`src/rtl/fetch_sequencer.sv`:
```
// ---------------------------------------------------------------------------
// fetch_sequencer
//
// Purpose:
//   Owns the program counter and walks it through instruction fetch. One
//   request at a time goes to instruction memory over a req/ack handshake.
//   The returned word is captured and offered to decode over a valid/ready
//   handshake. Supports start, graceful halt at an instruction boundary, and
//   an automatic stop once the instruction at LAST_ADDR has been delivered.
//
// Parameters:
//   AW        PC / fetch address width
//   DW        instruction width
//   LAST_ADDR address of the final program instruction (must be < 2**AW)
//   TIMEOUT   REQ cycles without ack before ERR (1..255, timeout build only)
//
// Ports:
//   i_clk          clock, all logic on rising edge
//   i_reset        synchronous active-low reset (0 = reset)
//   i_start        begin fetching at address 0 (IDLE, DONE, ERR only)
//   i_halt_req     one-cycle pulse, stop at the next instruction boundary
//   o_imem_req     fetch request, held until acknowledged
//   o_imem_addr    fetch address (the PC)
//   i_imem_ack     memory returns data this cycle
//   i_imem_rdata   instruction data, valid with i_imem_ack
//   o_instr_valid  captured instruction available to decode
//   i_instr_ready  decode accepts the instruction
//   o_instr        captured instruction
//   o_instr_pc     address the captured instruction came from
//   o_busy         fetching or presenting an instruction
//   o_done         program completed
//   o_err          fetch timed out (always 0 without FETCH_TIMEOUT_EN)
//
// Build option:
//   FETCH_TIMEOUT_EN  when defined, a request that goes TIMEOUT cycles
//                     without ack parks the sequencer in ERR.
// ---------------------------------------------------------------------------
module fetch_sequencer #(
  parameter int AW        = 6,
  parameter int DW        = 32,
  parameter int LAST_ADDR = 63,
  parameter int TIMEOUT   = 15
) (
  input  logic          i_clk,
  input  logic          i_reset,
  input  logic          i_start,
  input  logic          i_halt_req,
  output logic          o_imem_req,
  output logic [AW-1:0] o_imem_addr,
  input  logic          i_imem_ack,
  input  logic [DW-1:0] i_imem_rdata,
  output logic          o_instr_valid,
  input  logic          i_instr_ready,
  output logic [DW-1:0] o_instr,
  output logic [AW-1:0] o_instr_pc,
  output logic          o_busy,
  output logic          o_done,
  output logic          o_err
);

  // Catch impossible configurations at elaboration rather than in silicon.
  if (LAST_ADDR < 0 || LAST_ADDR >= (1 << AW)) begin : g_bad_last_addr
    $error("fetch_sequencer: LAST_ADDR must lie in 0 .. 2**AW-1");
  end
  if (TIMEOUT < 1 || TIMEOUT > 255) begin : g_bad_timeout
    $error("fetch_sequencer: TIMEOUT must lie in 1 .. 255");
  end

  localparam logic [AW-1:0] LAST_PC = AW'(LAST_ADDR);

  typedef enum logic [2:0] {
    S_IDLE = 3'd0,
    S_REQ  = 3'd1,
    S_OUT  = 3'd2,
    S_DONE = 3'd3
`ifdef FETCH_TIMEOUT_EN
    ,
    S_ERR  = 3'd4
`endif
  } state_t;

  state_t          r_state;
  state_t          w_state_next;
  logic [AW-1:0]   r_pc;
  logic [AW-1:0]   w_pc_next;
  logic            r_halt_pend;
  logic            w_halt_pend_next;
  logic [DW-1:0]   r_instr;
  logic [AW-1:0]   r_instr_pc;
  logic            w_capture;
  logic            w_launch;

`ifdef FETCH_TIMEOUT_EN
  localparam logic [7:0] TMO_LAST = 8'(TIMEOUT - 1);
  logic [7:0]      r_tcount;
  logic [7:0]      w_tcount_next;
`endif

  // A start is only meaningful when nothing is in flight; IDLE, DONE and
  // ERR all restart the program from address 0 the same way.
  always_comb begin
    w_launch = 1'b0;
    case (r_state)
      S_IDLE, S_DONE: w_launch = i_start;
`ifdef FETCH_TIMEOUT_EN
      S_ERR:          w_launch = i_start;
`endif
      default:        w_launch = 1'b0;
    endcase
  end

  // Next-state logic. The halt request is remembered while a fetch is in
  // flight so the current instruction is still delivered, and it is acted
  // on at the decode handshake. Reaching the last address outranks a halt
  // so a program that finishes always reports done.
  always_comb begin
    w_state_next     = r_state;
    w_pc_next        = r_pc;
    w_halt_pend_next = r_halt_pend;
    w_capture        = 1'b0;
`ifdef FETCH_TIMEOUT_EN
    w_tcount_next    = r_tcount;
`endif

    if (w_launch) begin
      w_state_next     = S_REQ;
      w_pc_next        = '0;
      w_halt_pend_next = 1'b0;
`ifdef FETCH_TIMEOUT_EN
      w_tcount_next    = '0;
`endif
    end else begin
      case (r_state)
        S_REQ: begin
          if (i_halt_req) begin
            w_halt_pend_next = 1'b1;
          end
          if (i_imem_ack) begin
            w_capture    = 1'b1;
            w_state_next = S_OUT;
          end
`ifdef FETCH_TIMEOUT_EN
          else if (r_tcount == TMO_LAST) begin
            w_state_next = S_ERR;
          end else begin
            w_tcount_next = r_tcount + 8'd1;
          end
`endif
        end

        S_OUT: begin
          if (i_instr_ready) begin
            if (r_pc == LAST_PC) begin
              w_state_next     = S_DONE;
              w_halt_pend_next = 1'b0;
            end else if (r_halt_pend || i_halt_req) begin
              w_state_next     = S_IDLE;
              w_halt_pend_next = 1'b0;
            end else begin
              w_state_next  = S_REQ;
              w_pc_next     = r_pc + AW'(1);
`ifdef FETCH_TIMEOUT_EN
              w_tcount_next = '0;
`endif
            end
          end else if (i_halt_req) begin
            w_halt_pend_next = 1'b1;
          end
        end

        default: begin
          w_state_next = r_state;
        end
      endcase
    end
  end

  // State, PC and the captured instruction. Reset wins over everything, so
  // an ack that lands after reset finds the sequencer idle and is ignored.
  always_ff @(posedge i_clk) begin
    if (!i_reset) begin
      r_state     <= S_IDLE;
      r_pc        <= '0;
      r_halt_pend <= 1'b0;
      r_instr     <= '0;
      r_instr_pc  <= '0;
    end else begin
      r_state     <= w_state_next;
      r_pc        <= w_pc_next;
      r_halt_pend <= w_halt_pend_next;
      if (w_capture) begin
        r_instr    <= i_imem_rdata;
        r_instr_pc <= r_pc;
      end
    end
  end

`ifdef FETCH_TIMEOUT_EN
  // Counts REQ cycles that went by without an ack for the current request.
  always_ff @(posedge i_clk) begin
    if (!i_reset) begin
      r_tcount <= '0;
    end else begin
      r_tcount <= w_tcount_next;
    end
  end
`endif

  // Every output is a decode of registered state, so nothing on an input
  // can ripple straight through to an output in the same cycle.
  assign o_imem_req    = (r_state == S_REQ);
  assign o_imem_addr   = r_pc;
  assign o_instr_valid = (r_state == S_OUT);
  assign o_instr       = r_instr;
  assign o_instr_pc    = r_instr_pc;
  assign o_busy        = (r_state == S_REQ) || (r_state == S_OUT);
  assign o_done        = (r_state == S_DONE);
`ifdef FETCH_TIMEOUT_EN
  assign o_err         = (r_state == S_ERR);
`else
  assign o_err         = 1'b0;
`endif

endmodule

```
`config.mk`:
```
export PLATFORM = sky130hd
export DESIGN_NAME = fetch_sequencer
export DESIGN_NICKNAME = d
export VERILOG_FILES = /design/src/rtl/fetch_sequencer.sv
export SDC_FILE = /design/constraint.sdc
export NUM_CORES = 1
export LEC_CHECK = 0
export CAP_MARGIN = 30
export CORE_AREA = 2 2 101 54
export DETAILED_ROUTE_END_ITERATION = 8
export DIE_AREA = 0 0 103 56
export GPL_TIMING_DRIVEN = 1
export PLACE_DENSITY = 0.84
export SYNTH_ARGS = -nofsm -noshare
export SYNTH_HDL_FRONTEND = slang
export SYNTH_SLANG_ARGS = --single-unit
```
`constraint.sdc`:
```
create_clock -name i_clk -period 3.6 [get_ports i_clk]
set_input_delay 0.72 -clock i_clk [delete_from_list [all_inputs] [get_ports i_clk]]
set_output_delay 0.72 -clock i_clk [all_outputs]
set_load 0.01 [all_outputs]
```
[Word level (Yosys, flattened, before mapping)]
Index checks and enable logic that the tools add are counted.
Storage, ports and cells
  flip-flop bits (word level): 48
  input bits: 38
  word-level logic and storage cells: 45
Cells by class
  add/subtract/negate cells: 1
  eq/ne operators: 9
  mux-type cells: 15
  bitwise operators: 3
  reduce and logical (&&, ||, !) cells: 11
Operator list (count)
  1-bit 2-to-1 mux: 10
  6-bit by 1-bit adder with 6-bit output (second input constant): 1
  3-bit by 2-bit equality test with 1-bit output (second input constant): 2
  6-bit equality test (second input constant): 1
  3-bit 2-to-1 mux: 2
  3-bit by 1-bit inequality test with 1-bit output (second input constant): 2
  3-bit case mux with 2 select lines: 1
  3-bit AND reduction: 2
  2-bit by 1-bit inequality test with 1-bit output (second input constant): 2
  4-bit by 2-bit inequality test with 1-bit output (second input constant): 1
  4-bit AND reduction: 1
  2-bit OR reduction: 2
  3-bit by 1-bit equality test with 1-bit output (second input constant): 1
  3-bit zero test: 1
  1-bit NOT: 3
  3-bit nonzero test: 1
  1-bit logical OR: 2
  2-bit 2-to-1 mux: 1
  1-bit case mux with 2 select lines: 1
  2-bit AND reduction: 1
  2-bit nonzero test: 1

[Depth between registers and ports, before layout]
Gate-level depths: netlist (run 1).
  depth after elaboration: 6
  depth in mapped cells: 7
  depth with buffers taken out: 5

[Least setup slack after synthesis (run 1)]
No wires, ideal clock.
  path kind: flip-flop to output port
  from: register r_state[0]
  to: output port o_busy
  arrival: 900 ps
  required time: 2880 ps
  path slack: 1980 ps
  cell stages (with the launch flop): 4
  path through: dfxtp_1 -> inv_1 -> ha_1 -> inv_1
Between the ends
  cells in the longest elaborated chain, start to end: 2
Ends and longest elaborated chain
  start, declared: line 82  | state_t r_state;
  start signal, assigned: line 188  | r_state <= w_state_next;
  3-bit by 1-bit equality test with 1-bit output / 3-bit by 2-bit equality test with 1-bit output (equally long branches): line 216  | assign o_busy = (r_state == S_REQ) || (r_state == S_OUT);
  1-bit logical OR (*): line 216
  end, declared: line 56  | output logic o_busy,
Mark *: on every way between the ends. The rest lies on a longest branch, timed or not.

[Worst setup path in the final report (run 1)]
Ends and elaborated chain as after synthesis.

==> results.md, run 1 <==
* Crit-path max FO at 6
* Layout cells sized above 1 at 0.127
* Final WS setup at slightly above 1 ns
* Req. time, crit path at about 2.9 ns
* Fraction of the yosys area taken by sequential cells at 0.420
* Crit. End Element: primary output
* Root Buffer: clkbuf_8
* Syn Nets at roughly 280
* Initial antenna violation count at 0
* Worst slack, placed at ~1.1 ns
* Worst-Margin Slew at 0.829 ns
* Clock latency on the worst-skew pair at around 0.30 ns
* Path depth of the worst reg2reg path at 6
* Vias in the first global route at between 2000 and 2500
* Diode count at 0
* Layout net count at about 360
* Global-route wire length before repair at 9690 um
* Period Utilization, post-route at 0.718
* Routed Antenna Nets at 0
* Synth Register Bits at 47
* Max_cap viols at 0
* Die ar. at a little under 6000 um^2
* Final Max Slew Viols at 0
* Mux share of post-synthesis cell area at 0.0134
* Row count at 18
* Post-CTS Resized at 0
* Synth Flop Type: dfxtp_1
* CP Cell Sequence: inv_1, ha_1, inv_1, clkdlybuf4s50_1
* Chip width at approximately 100 um
* # setup viols final at 0
* Total setup buffers inserted after CTS at 0
* Power per Cell Area at around 550 nW/um^2
* Most frequent CP cell: inv_1
* Async set-reset flop share out of synthesis at 0
* Status: completed
* Final min period at approximately 2.6 ns
* Min-delay worst type: flop to flop
* Util after Layout at 0.662
* Ranking of synthesized cells by area: dfxtp_1 42%, nand3_1 9.2%, a21boi_1 5.7%
* Vias per Instance at ~5.4
* RSZ-0062 raised after global routing: no
* Hold depth at 2
* Crit-path slowest cell: clkdlybuf4s50_1
* Via count at approximately 2100
* Worst rel slew slack at 0.446
* GRT Resource Usage Total at 0.210
* Routed wire per std cell at about 15 um
* Post-Route WL at ~6000 um
* Synthesized area per cell at 9.33 um^2
* DRT iter0 DRCs at 110
* I/O Pins at between 80 and 90
* Cell taking the most area after synthesis: dfxtp_1
* Clock Skew at around 0.01 ns
* Fin. Hold Viols at 0
* Post-synth EDFFs at 0
* Synth warn at 0
* H-tree Lvls at 2
* RD Place Congestion at around 0.85
* Max Clock Freq at between 300 and 400 MHz
* Leak pwr at ~1.1 nW
* Final HPWL DP at around 4400 um
* Syn Inst Count at between 200 and 250
* DRC errors left at 0
* Synth Area in XOR/XNOR at 0
* Cts bufs inserted at 5
* TritonCTS clock tree: yes
* CP Class: flop to primary output
* Area share of and/or/nand/nor cells after synthesis at 0.161
* Worst vdd ir at roughly 0.00037 V
* Layout area overhead at 42.5%
* CTS clk-pin slew, worst paths at ~0.09 ns
* Distinct cells, synth at 41
* Largest family of logic cells by synthesized area: compound AO/OA/AOI/OAI gates
* CTS Hold Bufs at 0
* Data arrival, critical path at around 1.9 ns
* Post-synthesis compound-gate area fraction at 0.311
* Grt ovf at 0
* Port Buffers at between 80 and 90
* Startpoint Class: flop
* Clk buf depth at 2
* Clk sinks at 47
* Starting density of the core at 0.464
* Crit path largest cell delay at 0.57 ns
* Post-Synth Adder-Cell Area at 0.0224
* Die Y at about 56 um
* Core region area at just under 5000 um^2
* Setup slack, reg-to-reg at between 1.5 and 2 ns
* 1st-pass router iterations at 4
* Synth top area share at 0.420
* Post-Syn Area at 2240 um^2
* Layout fillers at 382
* TNS Setup at 0 ns
* Pin count of the biggest net entering global routing at 39
worst max-delay path: cells and delay by family, from the launching register on:
kind | cells | cell delay [ns]
buffers and inverters | 3 | 0.82
flip-flops | 1 | 0.39
adder cells (fa/ha/maj) | 1 | 0.35
kinds of logic after synthesis:
family | count (synthesis)
multiplexers | 3
AO/OA/AOI/OAI | 92
adder cells (fa/ha/maj) | 4
buffers and inverters | 26
AND/OR/NAND/NOR | 67
flip-flops | 47
other | 1
final timing paths:
kind | startpoint | to
setup / recovery | r_state[0] | o_busy
setup reg to reg | r_state[1] | o_instr_pc[3]
hold / removal | o_instr[31] | o_instr[31]
hold reg to reg | o_instr[31] | o_instr[31]
Yosys cell counts, types with 3 or more instances:
| cell type | number |
|---|---|
| mux2i_1 | 3 |
| nand2_1 | 12 |
| a21boi_0 | 11 |
| nand3_1 | 41 |
| buf_2 | 9 |
| ha_1 | 4 |
| clkbuf_1 | 6 |
| dfxtp_1 | 47 |
| o21ai_1 | 11 |
| a21boi_1 | 17 |
| a21boi_2 | 11 |
| nand2b_1 | 4 |
| o21ai_2 | 10 |
| buf_6 | 3 |
| o21ai_0 | 18 |
| inv_1 | 3 |
stage by stage:
| stage | total power (W) | cell area, um^2 | hold WS, ns | instances |
|---|---|---|---|---|
| after detailed placement | 0.00134 | 3070 | 0.456 | 377 |
| after CTS | 0.00175 | 3190 | 0.469 | 385 |
| after floorplan | 0.00112 | 2240 | 0.490 | 240 |
| final | 0.00175 | 3190 | 0.464 | 385 |
| after global placement | 0.00130 | 3070 | 0.457 | 377 |
| after global routing | 0.00184 | 3190 | 0.500 | 385 |
power by group:
group	switching, W	total [W]	internal [W]
Sequential	0.0000432	0.000624	0.000581
Combinational	0.000430	0.000708	0.000279
Clock	0.000185	0.000414	0.000229
cells in the final DEF, fill, tap and decap left out, drive strengths merged, types with 2 or more instances in the layout:
cell,instances
a211oi,2
a21boi,39
a311oi,2
a31oi,3
and2,2
and3,2
buf,5
clkbuf,6
clkdlybuf4s50,85
dfxtp,47
ha,4
inv,4
mux2i,3
nand2,12
nand2b,4
nand3,41
o211a,2
o21ai,39
sequential cells by signal (all words and copies together), names as in the netlist:
signal,count
o_instr,32
o_imem_addr,6
o_instr_pc,6
r_state,2
r_halt_pend,1
metal layers:
metal / wire [um] / global-route usage / vias up / part of all wire
li1: - / - / 1016 / -
met2: 3110 / 0.373 / 57 / 0.52
met5: 0 / 0 / - / 0
met3: 271 / 0.0402 / 5 / 0.045
met1: 2530 / 0.259 / 1012 / 0.42
met4: 50 / 0.0545 / 0 / 0.0084
area by class of cell:
class	instances	area [um^2]	share of cell area
Tap cell	70	87.6	0.0275
Clock buffer	6	82.6	0.0259
Sequential cell	47	941	0.295
Clock inverter	2	38.8	0.0122
Multi-Input combinational cell	167	1140	0.357
Inverter	3	11.3	0.00353
Timing Repair Buffer	90	888	0.279
Note: power is estimated with default switching activity, not from simulation.
==> run 2, diff against run 1 <==
Settings changed: CORE_AREA 2 2 101 54 to 2 2 104 56, DIE_AREA 0 0 103 56 to 0 0 106 58, PLACE_DENSITY 0.84 to 0.79.
Clock period 3.6 ns to 2.5 ns, I/O delays scaled along.
==> run 2 against run 1 <==
Net effect: routed wire length fell by 0.47%; cell count grew 1.3%; clock power grew 13%; die area grew 6.6%; register-to-register slack got worse by 0.73 ns; critical path depth unchanged; worst hold slack improved by 0.00066 ns; total power rose by 41%; critical path type unchanged; highest routed layer unchanged.
==> results.md, run 2 (synthesized netlist as in run 1, its figures left out) <==
* Status: completed
* Fin. Hold Viols at 0 (unchanged)
* CTS clk-pin slew, worst paths at 0.09 ns (about the same)
* Crit-path max FO at 6 (unchanged)
* Clk sinks at 47 (unchanged)
* DRC errors left at 0 (unchanged)
* Initial antenna violation count at 0 (unchanged)
* Max reg flops at 32 (unchanged)
* Layout area overhead at 43.3%
* Pin count of the biggest net entering global routing at 39 (unchanged)
* 1st-pass router iterations at 5 (+1)
* Most frequent CP cell: inv_1
* H-tree Lvls at 2 (unchanged)
* Leak pwr at 1.07 nW (+0.95%)
* Row count at 19 (+1)
* Clock latency on the worst-skew pair at 0.29 ns (about the same)
* Period Utilization, post-route at 0.935
* Final Max Slew Viols at 0 (unchanged)
* Cts bufs inserted at 5 (unchanged)
* Worst R2R Start: r_state[1]
* Power per Cell Area at 765 nW/um^2 (+40%)
* Routed wire per std cell at 15.2 um (-1.7%)
* Min-delay worst type: flop to flop
* Commonest non-fill, non-tap cell in the layout: clkdlybuf4s50_1
* Clock Skew at 0.00765 ns (-0.00250 ns)
* Family with the most delay on the worst path: buffers and inverters
* Hold Startpoint: o_instr_pc[1]
* TritonCTS clock tree: yes
* Hold slack at 0.465 ns (+0.000656 ns)
* Clk buf depth at 2 (unchanged)
* Routed Antenna Nets at 0 (unchanged)
* # setup viols final at 0 (unchanged)
* CP Class: flop to primary output
* Global-route wire length before repair at 9470 um (-2.2%)
* Root Buffer: clkbuf_8
* Final min period at about 2.3 ns
* RD Place Congestion at 0.774 (-9.4%)
* Bufs and invs on worst path at 3 (unchanged)
* Post-CTS Resized at 0 (unchanged)
* RSZ-0062 raised after global routing: no
* Total setup buffers inserted after CTS at 0 (unchanged)
* Commonest non-fill, non-tap cells in the layout: 85 x clkdlybuf4s50_1, 47 x dfxtp_1, 41 x nand3_1
* Reg area at 941 um^2 (unchanged)
* Die ar. at 6150 um^2 (+6.6%)
* Max_cap viols at 0 (unchanged)
* CTS Hold Bufs at 0 (unchanged)
* TNS Setup at 0 ns (unchanged)
* Chip width at 106 um (+2.9%)
* GRT Resource Usage Total at 0.196 (-0.0141)
* CP Cell Sequence: inv_1, ha_1, inv_1, clkdlybuf4s50_1
* Layout cells sized above 1 at 0.132 (+0.00551)
* Max Clock Freq at 428 MHz
* Crit-path slowest cell: clkdlybuf4s50_1
* Worst vdd ir at 0.000470 V (+28%)
* DRT iter0 DRCs at 49 (-55%)
* I/O Pins at 87 (unchanged)
* Req. time, crit path at 2.00 ns (-0.88 ns)
* Layout fillers at 466 (+22%)
* Die Y at 58 um (+3.6%)
* Crit path largest cell delay at 0.57 ns (about the same)
* Layout net count at 359 (+0.84%)
* Data arrival, critical path at 1.84 ns (-0.02 ns)
* Port Buffers at 85 (unchanged)
* Post-Route WL at 5940 um (-0.47%)
* Diode count at 0 (unchanged)
* Multi-input gate area at 1140 um^2 (unchanged)
* Via count at 2059 (-1.5%)
* Crit. End Element: primary output
* Util after Layout at 0.610 (-0.0514)
* Startpoint Class: flop
* Final HPWL DP at 4200 um (-3.6%)
* Starting density of the core at 0.426 (-0.0384)
* Vias per Instance at 5.28 (-2.7%)
* Vias in the first global route at 1864 (-10%)
* Core region area at 5250 um^2 (+9.0%)
* Worst Setup SP: r_state[0]
* Grt ovf at 0 (unchanged)
## run 2: routing by layer
layer | wire length, um | up-vias | part of all wire | track usage
li1 | - | 1026 | - | -
met1 | 3100 | 964 | 0.52 | 0.297
met2 | 2470 | 64 | 0.42 | 0.279
met3 | 323 | 5 | 0.054 | 0.0427
met4 | 48 | 0 | 0.0081 | 0.0526
met5 | 0 | - | 0 | 0
## run 2: worst paths after layout
kind	cells past startpoint	end	slack [ns]
max	4	o_busy	0.16
min	2	o_instr_pc[1]	0.46
max reg2reg	6	o_instr[3]	0.82
min reg2reg	2	o_instr_pc[1]	0.46
## run 2: per-stage QoR
stage	std cells	power (W)	setup slack, ns	area [um^2]
final	390	0.00245	0.164	3210
after global routing	390	0.00262	0.0421	3210
after CTS	390	0.00247	0.158	3210
after detailed placement	383	0.00200	0.494	3120
after global placement	383	0.00198	0.523	3120
after floorplan	240	0.00161	1.03	2240
## run 2: layout make-up
cell class / instances / area share
repair buffers: 93 / 0.292
well taps: 73 / 0.0285
multi-input cells: 167 / 0.355
clock inverters: 1 / 0.00156
flip-flops and latches: 47 / 0.293
inverters: 3 / 0.00351
clock buffers: 6 / 0.0258
## run 2: report_power, final
part | switching [W] | leakage, nW | total [W] | internal [W]
Combinational | 0.000634 | 0.643 | 0.00109 | 0.000456
Clock | 0.000250 | 0.0470 | 0.000468 | 0.000218
Sequential | 0.0000596 | 0.380 | 0.000896 | 0.000836
Total | 0.000944 | 1.07 | 0.00245 | 0.00151
## run 2: worst min-delay path, cell delays in order (launching register included)
cell and delay [ns]:
dfxtp_1 0.32, o21ai_2 0.06, a21boi_2 0.05
==> run 3, diff against run 2 <==
Settings changed: PLACE_DENSITY 0.79 to 0.88.
==> run 3 against run 2 <==
Net effect: critical path type unchanged; largest power group unchanged; design area grew 1.2%; sequential share of layout area down 0.34 points; routed wire length shrank 4.2%; combinational power about the same; first-iteration DRC count is 120% higher.
==> results.md, run 3 (synthesized netlist as in run 1, its figures left out) <==
* Clk sinks at 47 (unchanged)
* Setup slack, reg-to-reg at 0.74 ns (-0.08 ns)
* Finished Cell Area at 3240 um^2 (+1.2%)
* Cts bufs inserted at 5 (unchanged)
* Die Y at 58 um (unchanged)
* Core region area at 5250 um^2 (unchanged)
* Most frequent CP cell: inv_1
* WHS Endpoint: o_instr_pc[0]
* Vias in the first global route at 1868 (+0.21%)
* Final Max Slew Viols at 0 (unchanged)
* Min-delay worst type: flop to flop
* Layout area overhead at 44.9%
* Fin. Hold Viols at 0 (unchanged)
* Net Sw Power at 0.000938 W (-0.62%)
* Via count at 2073 (+0.68%)
* GRT Resource Usage Total at 0.188 (-0.00787)
* DR top layer: met4
* Max reg flops at 32 (unchanged)
* Leak pwr at 1.08 nW (+1.0%)
* Crit path largest cell delay at 0.58 ns (about the same)
* RSZ-0062 raised after global routing: no
* 1st-pass router iterations at 4 (-1)
* Root Buffer: clkbuf_8
* Combinational power share at 0.410 (-0.034)
* RD Place Congestion at 0.835 (+7.9%)
* Data arrival, critical path at 1.89 ns (+0.05 ns)
* Wire length on met3 at 345 um (+6.8%)
* DRC errors left at 0 (unchanged)
* Sw Share at 0.357 (-0.0276)
* TritonCTS clock tree: yes
* Max_cap viols at 0 (unchanged)
* Power per Cell Area at 810 nW/um^2 (+5.8%)
* Layout cells sized above 1 at 0.129 (-0.00315)
* Period Utilization, post-route at 0.954 (+0.0195)
* Crit. End Element: primary output
* Vias per Instance at 5.32 (+0.68%)
* Initial antenna violation count at 0 (unchanged)
* Path depth of the worst reg2reg path at 6 (unchanged)
* Share of power burned in registers at 0.341 (-0.024)
* Clock latency on the worst-skew pair at 0.30 ns (about the same)
* Commonest non-fill, non-tap cell in the layout: clkdlybuf4s50_1
* H-tree Lvls at 2 (unchanged)
* Max Clock Freq at 419 MHz (-2.0%)
* Diode count at 0 (unchanged)
* Chip width at 106 um (unchanged)
* Hold depth at 2 (unchanged)
* Routed wire per std cell at 14.6 um (-4.2%)
* Hold Startpoint: o_instr_pc[0]
* Met2 WL at 2410 um (-2.4%)
* Routed Antenna Nets at 0 (unchanged)
* Startpoint Class: flop
* Internal power at 0.00169 W (+12%)
* DRT iter0 DRCs at 107 (+120%)
* Clk buf depth at 2 (unchanged)
* Status: completed
* Clk pwr share at 0.249 (+0.058)
* Clock Skew at 0.00570 ns (-0.00196 ns)
* Pin count of the biggest net entering global routing at 40 (+2.6%)
* Multi-input gate area at 1140 um^2 (unchanged)
* Global-route wire length before repair at 9180 um (-3.1%)
* Worst R2R Start: r_state[0]
* Bufs and invs on worst path at 3 (unchanged)
* Total setup buffers inserted after CTS at 0 (unchanged)
* I/O Pins at 87 (unchanged)
* Reg area at 941 um^2 (unchanged)
* Dpl cell area at 3110 um^2 (-0.24%)
* Layout fillers at 413 (-11%)
* Grt ovf at 0 (unchanged)
* Crit-path slowest cell: clkdlybuf4s50_1
* Final HPWL DP at 4030 um (-4.0%)
* CP Class: flop to primary output
* Worst vdd ir at 0.000566 V (+20%)
* Port Buffers at 85 (unchanged)
* # setup viols final at 0 (unchanged)
* FF-to-FF End: o_instr[6]
* CP Cell Sequence: inv_1, ha_1, inv_1, clkdlybuf4s50_1
* Family with the most delay on the worst path: buffers and inverters
* CTS clk-pin slew, worst paths at 0.09 ns (about the same)
* Post-Route WL at 5690 um (-4.2%)
* Layout net count at 358 (-0.28%)
* Die ar. at 6150 um^2 (unchanged)
* Commonest non-fill, non-tap cells in the layout: 85 x clkdlybuf4s50_1, 47 x dfxtp_1, 41 x nand3_1
* CTS Hold Bufs at 0 (unchanged)
* Fin cells at 390 (unchanged)
* Row count at 19 (unchanged)
* TNS Setup at 0 ns (unchanged)
* Util after Layout at 0.618 (+0.00714)
* Placed cells at 382 (-0.26%)
* Req. time, crit path at 2.00 ns (about the same)
* Metal-1 WL at 2870 um (-7.3%)
* Post-CTS Resized at 0 (unchanged)
* Final min period at 2.39 ns (+0.0488 ns)
* Crit-path max FO at 6 (unchanged)
* Starting density of the core at 0.426 (unchanged)
==> run 3: cell count changes in the layout (fill, tap and decap cells not counted) <==
cell,change
bufinv_16,+2
buf_4,-1
clkbuf_1,+1
clkbuf_8,-1
clkinv_2,-1
==> run 3: worst max path at each step <==
stage	slack, ns	depth (start not counted)	endpoint	start
after floorplan	1.03	7	o_instr[25]	r_state[0]
after global placement	0.52	4	o_busy	r_state[0]
after detailed placement	0.49	4	o_busy	r_state[0]
after CTS	0.13	4	o_busy	r_state[0]
after global routing	0.04	4	o_busy	r_state[0]
final	0.11	4	o_busy	r_state[0]
==> run 3: per-layer routing <==
metal	GRT usage	vias up
li1	-	1025
met1	0.272	975
met2	0.268	67
met3	0.0529	6
met4	0.0677	0
met5	0	-
==> run 3: area by class of cell <==
class                      count  share of cell area
clock buffer                   6              0.0224
sequential                    47               0.290
clock inverter                 2              0.0185
inverter                       3             0.00347
tap                           73              0.0282
timing repair buffer          92               0.286
multi-input combinational    167               0.351
==> run 3: through the flow <==
step / setup slack [ns] / hold WS [ns] / total power, W
final: 0.115 / 0.468 / 0.00263
after global routing: 0.0432 / 0.484 / 0.00278
after CTS: 0.130 / 0.471 / 0.00264
after detailed placement: 0.495 / 0.459 / 0.00198
after global placement: 0.524 / 0.451 / 0.00196
after floorplan: 1.03 / 0.490 / 0.00161
==> run 3: power groups by stage <==
stage / registers [W] / logic (W) / clock network [W]
final: 0.000895 / 0.00108 / 0.000654
after global routing: 0.000907 / 0.00117 / 0.000706
after CTS: 0.000895 / 0.00108 / 0.000668
after detailed placement: 0.000911 / 0.00107 / 0
after global placement: 0.000908 / 0.00105 / 0
after floorplan: 0.000933 / 0.000676 / 0
==> run 3: worst register-to-register path: stages, from the launching register on <==
cell and delay [ns]:
dfxtp_1 0.40, inv_1 0.06, ha_1 0.35, nand2_1 0.37, buf_12 0.24, nand3_1 0.09
a21boi_0 0.17
